<file path="src/rtl/vga_sync_gen.sv">
// Raster timing generator: pixel divider, h/v counters, syncs, blanking, strobes.
// Latency: all outputs registered, one clk behind the internal counters.
// No backpressure: free-running while en=1; en=0 clears the scan and idles outputs.
module vga_sync_gen #(
  parameter int   CLK_DIV   = 2,
  parameter int   H_DISPLAY = 640,
  parameter int   H_FRONT   = 16,
  parameter int   H_SYNC    = 96,
  parameter int   H_BACK    = 48,
  parameter int   V_DISPLAY = 480,
  parameter int   V_FRONT   = 10,
  parameter int   V_SYNC    = 2,
  parameter int   V_BACK    = 33,
  parameter logic SYNC_POL  = 1'b0
) (
  input  logic       clk,
  input  logic       reset,
  input  logic       en,
  output logic       hsync,
  output logic       vsync,
  output logic       video_on,
  output logic       p_tick,
  output logic [9:0] pixel_x,
  output logic [9:0] pixel_y,
  output logic       line_tick,
  output logic       frame_tick,
  output logic [7:0] frame_cnt
);

  localparam int H_TOTAL = H_DISPLAY + H_FRONT + H_SYNC + H_BACK;
  localparam int V_TOTAL = V_DISPLAY + V_FRONT + V_SYNC + V_BACK;

  // Counters are 10 bits wide, so both totals must fit in 0..1023.
  if (H_TOTAL > 1024 || V_TOTAL > 1024) begin : g_bad_total
    $error("vga_sync_gen: H_TOTAL and V_TOTAL must each be <= 1024");
  end
  if (CLK_DIV < 1 || CLK_DIV > 16) begin : g_bad_div
    $error("vga_sync_gen: CLK_DIV must be in 1..16");
  end

  localparam logic [3:0] DIV_LAST   = 4'(CLK_DIV - 1);
  localparam logic [9:0] H_LAST     = 10'(H_TOTAL - 1);
  localparam logic [9:0] V_LAST     = 10'(V_TOTAL - 1);
  localparam logic [9:0] H_VIS      = 10'(H_DISPLAY);
  localparam logic [9:0] V_VIS      = 10'(V_DISPLAY);
  localparam logic [9:0] HS_BEG     = 10'(H_DISPLAY + H_FRONT);
  localparam logic [9:0] HS_END     = 10'(H_DISPLAY + H_FRONT + H_SYNC - 1);
  localparam logic [9:0] VS_BEG     = 10'(V_DISPLAY + V_FRONT);
  localparam logic [9:0] VS_END     = 10'(V_DISPLAY + V_FRONT + V_SYNC - 1);
  localparam logic [9:0] FTICK_ROW  = 10'(V_DISPLAY + 1);
  localparam logic       SYNC_OFF   = ~SYNC_POL;

  logic [3:0] div_cnt;
  logic [9:0] h_cnt;
  logic [9:0] v_cnt;
  logic       tick_i;
  logic       h_sync_on;
  logic       v_sync_on;

  assign tick_i    = en && (div_cnt == DIV_LAST);
  assign h_sync_on = (h_cnt >= HS_BEG) && (h_cnt <= HS_END);
  assign v_sync_on = (v_cnt >= VS_BEG) && (v_cnt <= VS_END);

  // Pixel divider and raster counters; frame_cnt bumps when the scan wraps to (0,0).
  always_ff @(posedge clk or posedge reset) begin
    if (reset) begin
      div_cnt   <= '0;
      h_cnt     <= '0;
      v_cnt     <= '0;
      frame_cnt <= '0;
    end else if (!en) begin
      div_cnt <= '0;
      h_cnt   <= '0;
      v_cnt   <= '0;
    end else if (tick_i) begin
      div_cnt <= '0;
      if (h_cnt == H_LAST) begin
        h_cnt <= '0;
        if (v_cnt == V_LAST) begin
          v_cnt     <= '0;
          frame_cnt <= frame_cnt + 8'd1;
        end else begin
          v_cnt <= v_cnt + 10'd1;
        end
      end else begin
        h_cnt <= h_cnt + 10'd1;
      end
    end else begin
      div_cnt <= div_cnt + 4'd1;
    end
  end

  // Registered raster outputs; strobes fire only when pixel_x drops back to 0 from a
  // non-zero column, so the (0,0) shown after reset or enable never triggers them.
  always_ff @(posedge clk or posedge reset) begin
    if (reset) begin
      pixel_x    <= '0;
      pixel_y    <= '0;
      video_on   <= 1'b0;
      hsync      <= SYNC_OFF;
      vsync      <= SYNC_OFF;
      p_tick     <= 1'b0;
      line_tick  <= 1'b0;
      frame_tick <= 1'b0;
    end else begin
      pixel_x    <= en ? h_cnt : '0;
      pixel_y    <= en ? v_cnt : '0;
      video_on   <= en && (h_cnt < H_VIS) && (v_cnt < V_VIS);
      hsync      <= (en && h_sync_on) ? SYNC_POL : SYNC_OFF;
      vsync      <= (en && v_sync_on) ? SYNC_POL : SYNC_OFF;
      p_tick     <= tick_i;
      line_tick  <= en && (h_cnt == '0) && (pixel_x != '0);
      frame_tick <= en && (h_cnt == '0) && (v_cnt == FTICK_ROW) && (pixel_x != '0);
    end
  end

endmodule

</file>
<file path="config.mk">
export PLATFORM = sky130hd
export DESIGN_NAME = vga_sync_gen
export DESIGN_NICKNAME = d
export VERILOG_FILES = /design/src/rtl/vga_sync_gen.sv
export SDC_FILE = /design/constraint.sdc
export NUM_CORES = 1
export LEC_CHECK = 0
export CAP_MARGIN = 10
export CORE_MARGIN = 4
export CORE_UTILIZATION = 29
export DETAILED_ROUTE_END_ITERATION = 12
export GPL_TIMING_DRIVEN = 1
export PLACE_DENSITY_LB_ADDON = 0.15
export SYNTH_ARGS = -nofsm -noshare
export SYNTH_HDL_FRONTEND = slang
export SYNTH_SLANG_ARGS = --single-unit
</file>
<file path="constraint.sdc">
create_clock -name clk -period 2.15 [get_ports clk]
set_clock_uncertainty 0.05 [all_clocks]
set_input_delay 0.43 -clock clk [delete_from_list [all_inputs] [get_ports clk]]
set_output_delay 0.43 -clock clk [all_outputs]
set_load 0.1 [all_outputs]
</file>
==> results of run 1 <==
## repair_timing
item,4_1_cts,5_1_grt
pin swaps,0,2
buffers inserted,0,2
endpoints found under the setup margin,4,16
gates resized for setup,1,9
## power by group through the flow
stage	logic (uW)	registers (uW)	clock network, uW
2_1_floorplan	91.6	1220	0
3_3_place_gp	245	1150	0
3_5_place_dp	246	1150	0
4_1_cts	251	1130	1000
5_1_grt	280	1130	1050
6_report	252	1130	958
## final timing paths
kind                                     startpoint                       end  slack, ns  cells after the start
max                            h_cnt[5]$_DFFE_PP0P_      h_cnt[9]$_DFFE_PP0P_       0.10                      6
min                                           reset      pixel_y[0]$_DFF_PP0_       0.36                      2
max reg2reg                    h_cnt[5]$_DFFE_PP0P_      h_cnt[9]$_DFFE_PP0P_       0.10                      6
min reg2reg                frame_cnt[7]$_DFFE_PP0P_  frame_cnt[7]$_DFFE_PP0P_       0.43                      1
max in group asynchronous                     reset           hsync$_DFF_PP1_       1.09                      3
min in group clk           frame_cnt[7]$_DFFE_PP0P_  frame_cnt[7]$_DFFE_PP0P_       0.43                      1
## sequential cells by signal (all words and copies together), names as in the netlist
register / cells
v_cnt: 10
vsync: 1
pixel_y: 10
h_cnt: 10
pixel_x: 10
frame_cnt: 8
line_tick: 1
video_on: 1
p_tick: 1
frame_tick: 1
div_cnt: 4
hsync: 1
## cell type report
type / count / share of cell area [%]
Clock buffer: 10 / 3.71
Clock inverter: 6 / 1.67
Sequential cell: 58 / 42.2
Timing Repair Buffer: 67 / 15.6
Tap cell: 108 / 3.93
Multi-Input combinational cell: 157 / 31.9
Inverter: 9 / 0.981
## cell usage after synthesis (5+ instances only)
cell type / instances / area share (%)
sky130_fd_sc_hd__nand4_1: 6 / 1.4
sky130_fd_sc_hd__nand3_1: 8 / 1.5
sky130_fd_sc_hd__inv_1: 9 / 1.3
sky130_fd_sc_hd__and3_1: 5 / 1.2
sky130_fd_sc_hd__nor3_1: 5 / 0.97
sky130_fd_sc_hd__xor2_1: 8 / 2.7
sky130_fd_sc_hd__and2_1: 25 / 6.0
sky130_fd_sc_hd__dfrtp_1: 56 / 54
sky130_fd_sc_hd__xnor2_1: 12 / 4.1
sky130_fd_sc_hd__or4_1: 5 / 1.4
sky130_fd_sc_hd__nor2_1: 16 / 2.3
sky130_fd_sc_hd__ha_1: 9 / 4.3
sky130_fd_sc_hd__nand2_1: 15 / 2.2
sky130_fd_sc_hd__o21ai_0: 5 / 0.97
## per-layer routing
layer / vias up / share of wire, % / track usage, %
li1: 936 / - / -
met1: 934 / 45 / 15.9
met2: 32 / 48 / 19.5
met3: 8 / 4.0 / 3.25
met4: 0 / 2.1 / 5.75
met5: - / 0 / 0
## logic make-up (layout without fill, tap and decap cells)
group / Yosys count / after routing
AND/OR/NAND/NOR: 106 / 106
flip-flops: 58 / 58
AO/OA/AOI/OAI: 21 / 21
XOR/XNOR: 20 / 20
buffers and inverters: 16 / 92
adder cells (fa/ha/maj): 9 / 9
multiplexers: 1 / 1
## worst register-to-register path, cell delays in order, from the launching register on
cell and delay (ns):
sky130_fd_sc_hd__dfrtp_1 0.38, sky130_fd_sc_hd__or3_4 0.43, sky130_fd_sc_hd__nor3_1 0.38, sky130_fd_sc_hd__buf_4 0.19
sky130_fd_sc_hd__nand2b_1 0.24, sky130_fd_sc_hd__nor2_1 0.08, sky130_fd_sc_hd__o22a_1 0.19
## stage by stage
step,hold WS (ns),total power (uW),instances,TNS [ns],utilization [%]
CTS,0.363,2390,413,0,38.9
detailed placement,0.424,1400,397,-0.362,36.7
global route,0.404,2470,415,0,39.5
floorplan,0.411,1310,231,0,-
finish,0.364,2340,415,0,39.5
global placement,0.415,1390,397,-0.134,36.7
==> implementation parameters, run 1 <==
Parameter                              Value

Run status
  Status    completed

Cells and area
  Final design area excluding fillers    roughly 3400 um^2
  Leading cell types in the layout, fill and taps excluded    sky130_fd_sc_hd__buf_4 (62), sky130_fd_sc_hd__dfrtp_1 (56), sky130_fd_sc_hd__and2_1 (25)
  Sequential cell area    1450 um^2
  Share of final-layout standard cells stronger than drive strength 1    31.6%
  Inserted Diodes    0
  Number of fillers in the final layout    between 800 and 900
  Synthesis-to-layout area growth    32.8%
  Area of the multi-input gates    about 1100 um^2
  Net count reported at finish    about 310
  Most frequent standard cell in the layout excluding fill and tap cells    sky130_fd_sc_hd__buf_4

Clock tree
  Clock transition at the registers of the reported paths    ~0.07 ns
  Clock network latency to the later pin of the worst-skew pair    0.34 ns
  Count of H-tree levels built during CTS    3
  Clock tree from TritonCTS    yes
  Root buffer selected by CTS    sky130_fd_sc_hd__clkbuf_8
  CTS buffer count    9
  Max Root-Sink Buffers    2
  Sinks on Clock Net    58
  # hold bufs at CTS    0

Timing
  Max_slew headroom    a little over three fifths
  Time the worst path needs with I/O delays and setup    a little over 2 ns
  Least-Margin Pin Slew    ~0.54 ns
  Pins over their slew limit    0
  Setup Viol. Count Final    0
  Unrepaired setup endpoints after global routing    no
  Upper clock frequency limit    just under 500 MHz
  Final Hold Violating Endpoints    0
  Crit share post-route    95.3%
  Minimum setup slack in the final design    between 0.1 and 0.15 ns

Synth
  Share of the yosys chip area belonging to registers    56.1%
  Most used flip-flop cell after synthesis    sky130_fd_sc_hd__dfrtp_1
  Post-Syn Area    2590 um^2
  Combinational family with the most area after synthesis    simple AND/OR/NAND/NOR gates
  Multiplexer area fraction after synthesis    0.435%
  Syn. warnings    0
  Post-synth net total    243
  Number of standard cells after synthesis    231
  Number of synthesized flops with an enable pin    0
  Mean area per synthesized cell    roughly 11 um^2
  Simple logic cell fraction of the synthesized area    between 20% and 30%
  Synth Register Bits    58
  Share of flip-flops with an asynchronous set or reset    between 90% and 100%
  Post-synthesis xor/xnor area fraction    6.76%
  Post-synthesis adder-cell area fraction    roughly 4.3%
  Distinct cell type count of the synthesized netlist    43
  Share of the synthesized area in compound gates (AO/OA/AOI/OAI)    5.36%

Place
  Half-perimeter wire length of the detailed placement result    4220 um
  PortBufs    36
  Final estimated routing congestion in global placement    0.756
  Worst slack, placed    -0.188 ns
  Post-detailed-placement cell area    between 3000 and 4000 um^2

Floorplan
  Cell Rows    34
  Count of pins on the block boundary    37
  Effective utilization at floorplan    29.7%
  Chip width    just over 100 um
  Floorplan Core Area    8720 um^2
  Area enclosed by the die boundary    about 11000 um^2
  Die height    roughly 100 um

Global route
  Total congestion overflow    0
  Wire length of the first global-routing pass    between 9000 and 10000 um
  Initial antenna violation count    0
  Via count of the first global-routing pass    1985
  Maximum number of pins on one net before global-route repair    33
  Global-route usage over all layers    12.4%

Routing
  Number of search-and-repair iterations in the first detailed-routing pass    4
  Remaining number of nets flagged by the antenna check after routing    0
  Post-DR vias/cell    about 4.6
  Initial detailed-routing violation count    64
  Routed WL    slightly below 6000 um
  Routed wire length per instance    approximately 14 um
  Number of vias in the routed layout    ~1900
  Drt drc    0

Power and ir drop
  Share of total power in combinational logic    10.8%
  Sequential share of power    between 40% and 50%
  Proportion of power drawn by the clock network    between 40% and 50%
  Leakage component of the power    about 0.0017 uW
  Switching share of total power    a little over a quarter
  Internal power    between 1500 and 2000 uW
  Worst ir drop on vdd    0.000290 V
  Net switching power    612 uW
  Power per unit of standard cell area    680 nW/um^2

Critical path
  Data arrival time of the critical path    about 2.2 ns
  Largest stage delay, worst path    roughly 0.43 ns
  Startpoint types    register
  Sort of element at the end of the critical path    register
  Critical path type    reg -> reg
  Critical Path Fanout Max    5
  CP required    between 2 and 2.5 ns
  Buf+Inv Stages, Crit Path    1
  CP Cell Sequence    or3_4, nor3_1, buf_4, nand2b_1, nor2_1, o22a_1
  Standard cell with the maximum stage delay on the critical path    sky130_fd_sc_hd__or3_4
  Critical path's top delay family    simple AND/OR/NAND/NOR gates

Hold path
  Worst min-delay path class    in -> async

Job
  Max-cap violations    0
Power figures use the tool's default switching activity.
==> run 2, diff against run 1 <==
- SKIP_CTS_REPAIR_TIMING: not set -> 1
==> implementation parameters, run 2 (synthesized netlist as in run 1, its figures left out) <==
Parameter                              Value

Run status
  Status    completed

Power and ir drop
  Power per unit of standard cell area    678 nW/um^2 (-0.21%)
  Worst ir drop on vdd    0.000289 V (about the same)
  Leakage component of the power    0.00169 uW (+1.0%)

Cells and area
  Leading cell types in the layout, fill and taps excluded    sky130_fd_sc_hd__buf_4 (62), sky130_fd_sc_hd__dfrtp_1 (56), sky130_fd_sc_hd__and2_1 (25)
  Net count reported at finish    314 (unchanged)
  Number of fillers in the final layout    874 (-0.23%)
  Most frequent standard cell in the layout excluding fill and tap cells    sky130_fd_sc_hd__buf_4
  Share of final-layout standard cells stronger than drive strength 1    31.6% (unchanged)
  Filler-free cell count of the finished design    415 (unchanged)
  Final design area excluding fillers    3450 um^2 (+0.18%)
  Synthesis-to-layout area growth    33.1%
  Inserted Diodes    0 (unchanged)
  Post-route core utilization    39.5% (+0.072 points)

Critical path
  Critical path type    reg -> reg
  CP Cell Sequence    or3_4, nor3_1, buf_4, nand2b_1, nor2_1, o22a_1
  Critical register-to-register path startpoint    h_cnt[5]$_DFFE_PP0P_
  Startpoint types    register
  Critical Path Fanout Max    5 (unchanged)
  Origin of the worst setup path    h_cnt[5]$_DFFE_PP0P_
  Number of cells on the critical path    6 (unchanged)
  Reg-to-Reg End    h_cnt[9]$_DFFE_PP0P_
  Standard cell with the maximum stage delay on the critical path    sky130_fd_sc_hd__or3_4
  Sort of element at the end of the critical path    register
  Data arrival time of the critical path    2.22 ns (about the same)
  CP required    2.32 ns (about the same)
  Critical path's top delay family    simple AND/OR/NAND/NOR gates
  Largest stage delay, worst path    0.43 ns (about the same)
  Reg2reg setup slack    0.10 ns (about the same)
  Buf+Inv Stages, Crit Path    1 (unchanged)
  R2R depth    6 (unchanged)

Job
  Max-cap violations    0 (unchanged)

Clock tree
  CTS buffer count    9 (unchanged)
  Count of H-tree levels built during CTS    3 (unchanged)
  Clock transition at the registers of the reported paths    0.07 ns (about the same)
  Sinks on Clock Net    58 (unchanged)
  Root buffer selected by CTS    sky130_fd_sc_hd__clkbuf_8
  Max Root-Sink Buffers    2 (unchanged)
  Clock network latency to the later pin of the worst-skew pair    0.34 ns (about the same)
  Clock tree from TritonCTS    yes

Place
  Post-detailed-placement cell area    3200 um^2 (unchanged)
  Half-perimeter wire length of the detailed placement result    4220 um (unchanged)
  PortBufs    36 (unchanged)
  Final estimated routing congestion in global placement    0.756 (unchanged)
  Placed Instances    397 (unchanged)

Timing
  Pins over their slew limit    0 (unchanged)
  Crit share post-route    95.3% (about the same)
  Least-Margin Pin Slew    0.544 ns (+0.000138 ns)
  Final Hold Violating Endpoints    0 (unchanged)
  Time the worst path needs with I/O delays and setup    2.05 ns (+0.000126 ns)
  Max_slew headroom    63.3% (about the same)
  Upper clock frequency limit    488 MHz (about the same)
  Setup Viol. Count Final    0 (unchanged)

Global route
  Maximum number of pins on one net before global-route repair    33 (unchanged)
  Global-route usage over all layers    12.3% (-0.071 points)
  Initial antenna violation count    0 (unchanged)
  Via count of the first global-routing pass    1974 (-0.55%)
  Total congestion overflow    0 (unchanged)
  Wire length of the first global-routing pass    9730 um (-0.63%)

Routing
  Number of search-and-repair iterations in the first detailed-routing pass    4 (unchanged)
  Post-DR vias/cell    4.60 (unchanged)
  Routed WL    5850 um (about the same)
  Remaining number of nets flagged by the antenna check after routing    0 (unchanged)
  Number of vias in the routed layout    1910 (unchanged)
  Drt drc    0 (unchanged)
  Initial detailed-routing violation count    65 (+1.6%)
  Routed wire length per instance    14.1 um (about the same)

Hold path
  Worst min-delay path class    in -> async

Floorplan
  Chip width    103 um (unchanged)
  Cell Rows    34 (unchanged)
  Area enclosed by the die boundary    10500 um^2 (unchanged)
  Count of pins on the block boundary    37 (unchanged)
  Floorplan Core Area    8720 um^2 (unchanged)
  Die height    103 um (unchanged)
  Effective utilization at floorplan    29.7% (unchanged)
run 2: cell counts in the layout (fill, tap and decap cells not counted):
Identical to the previous run, type by type.
run 2: layer usage:
metal  GRT usage, %  share of wire [%]
met2           19.3                 48
met3           3.25                4.0
met4           5.75                2.1
met5              0                  0
met1           15.8                 45
run 2: worst max-delay path by stage:
stage                                to  slack, ns
2_1_floorplan      v_cnt[4]$_DFFE_PP0P_       0.02
3_3_place_gp       frame_tick$_DFF_PP0_      -0.13
3_5_place_dp       frame_tick$_DFF_PP0_      -0.19
4_1_cts        frame_cnt[5]$_DFFE_PP0P_      -0.03
5_1_grt            v_cnt[4]$_DFFE_PP0P_     -0.004
6_report           h_cnt[9]$_DFFE_PP0P_       0.10
run 2: layout make-up:
cell class              count  area (um^2)  share of cell area [%]
inverters                   9         33.8                   0.980
repair buffers             67          537                    15.6
clock inverters             6         57.6                    1.67
flip-flops and latches     58         1450                    42.2
multi-input cells         157         1100                    32.0
well taps                 108          135                    3.92
clock buffers              10          128                    3.70
run 2: report_power, final:
part	switching (uW)	internal [uW]
Combinational	165	87.5
Sequential	15.4	1110
Clock	431	527
run 2: stage by stage:
step / total power, uW / setup WS (ns) / TNS (ns) / hold slack [ns]
global route: 2470 / -0.00390 / -0.00390 / 0.404
detailed placement: 1400 / -0.188 / -0.362 / 0.424
CTS: 2380 / -0.0296 / -0.0461 / 0.363
global placement: 1390 / -0.134 / -0.134 / 0.415
finish: 2340 / 0.101 / 0 / 0.364
floorplan: 1310 / 0.0151 / 0 / 0.411
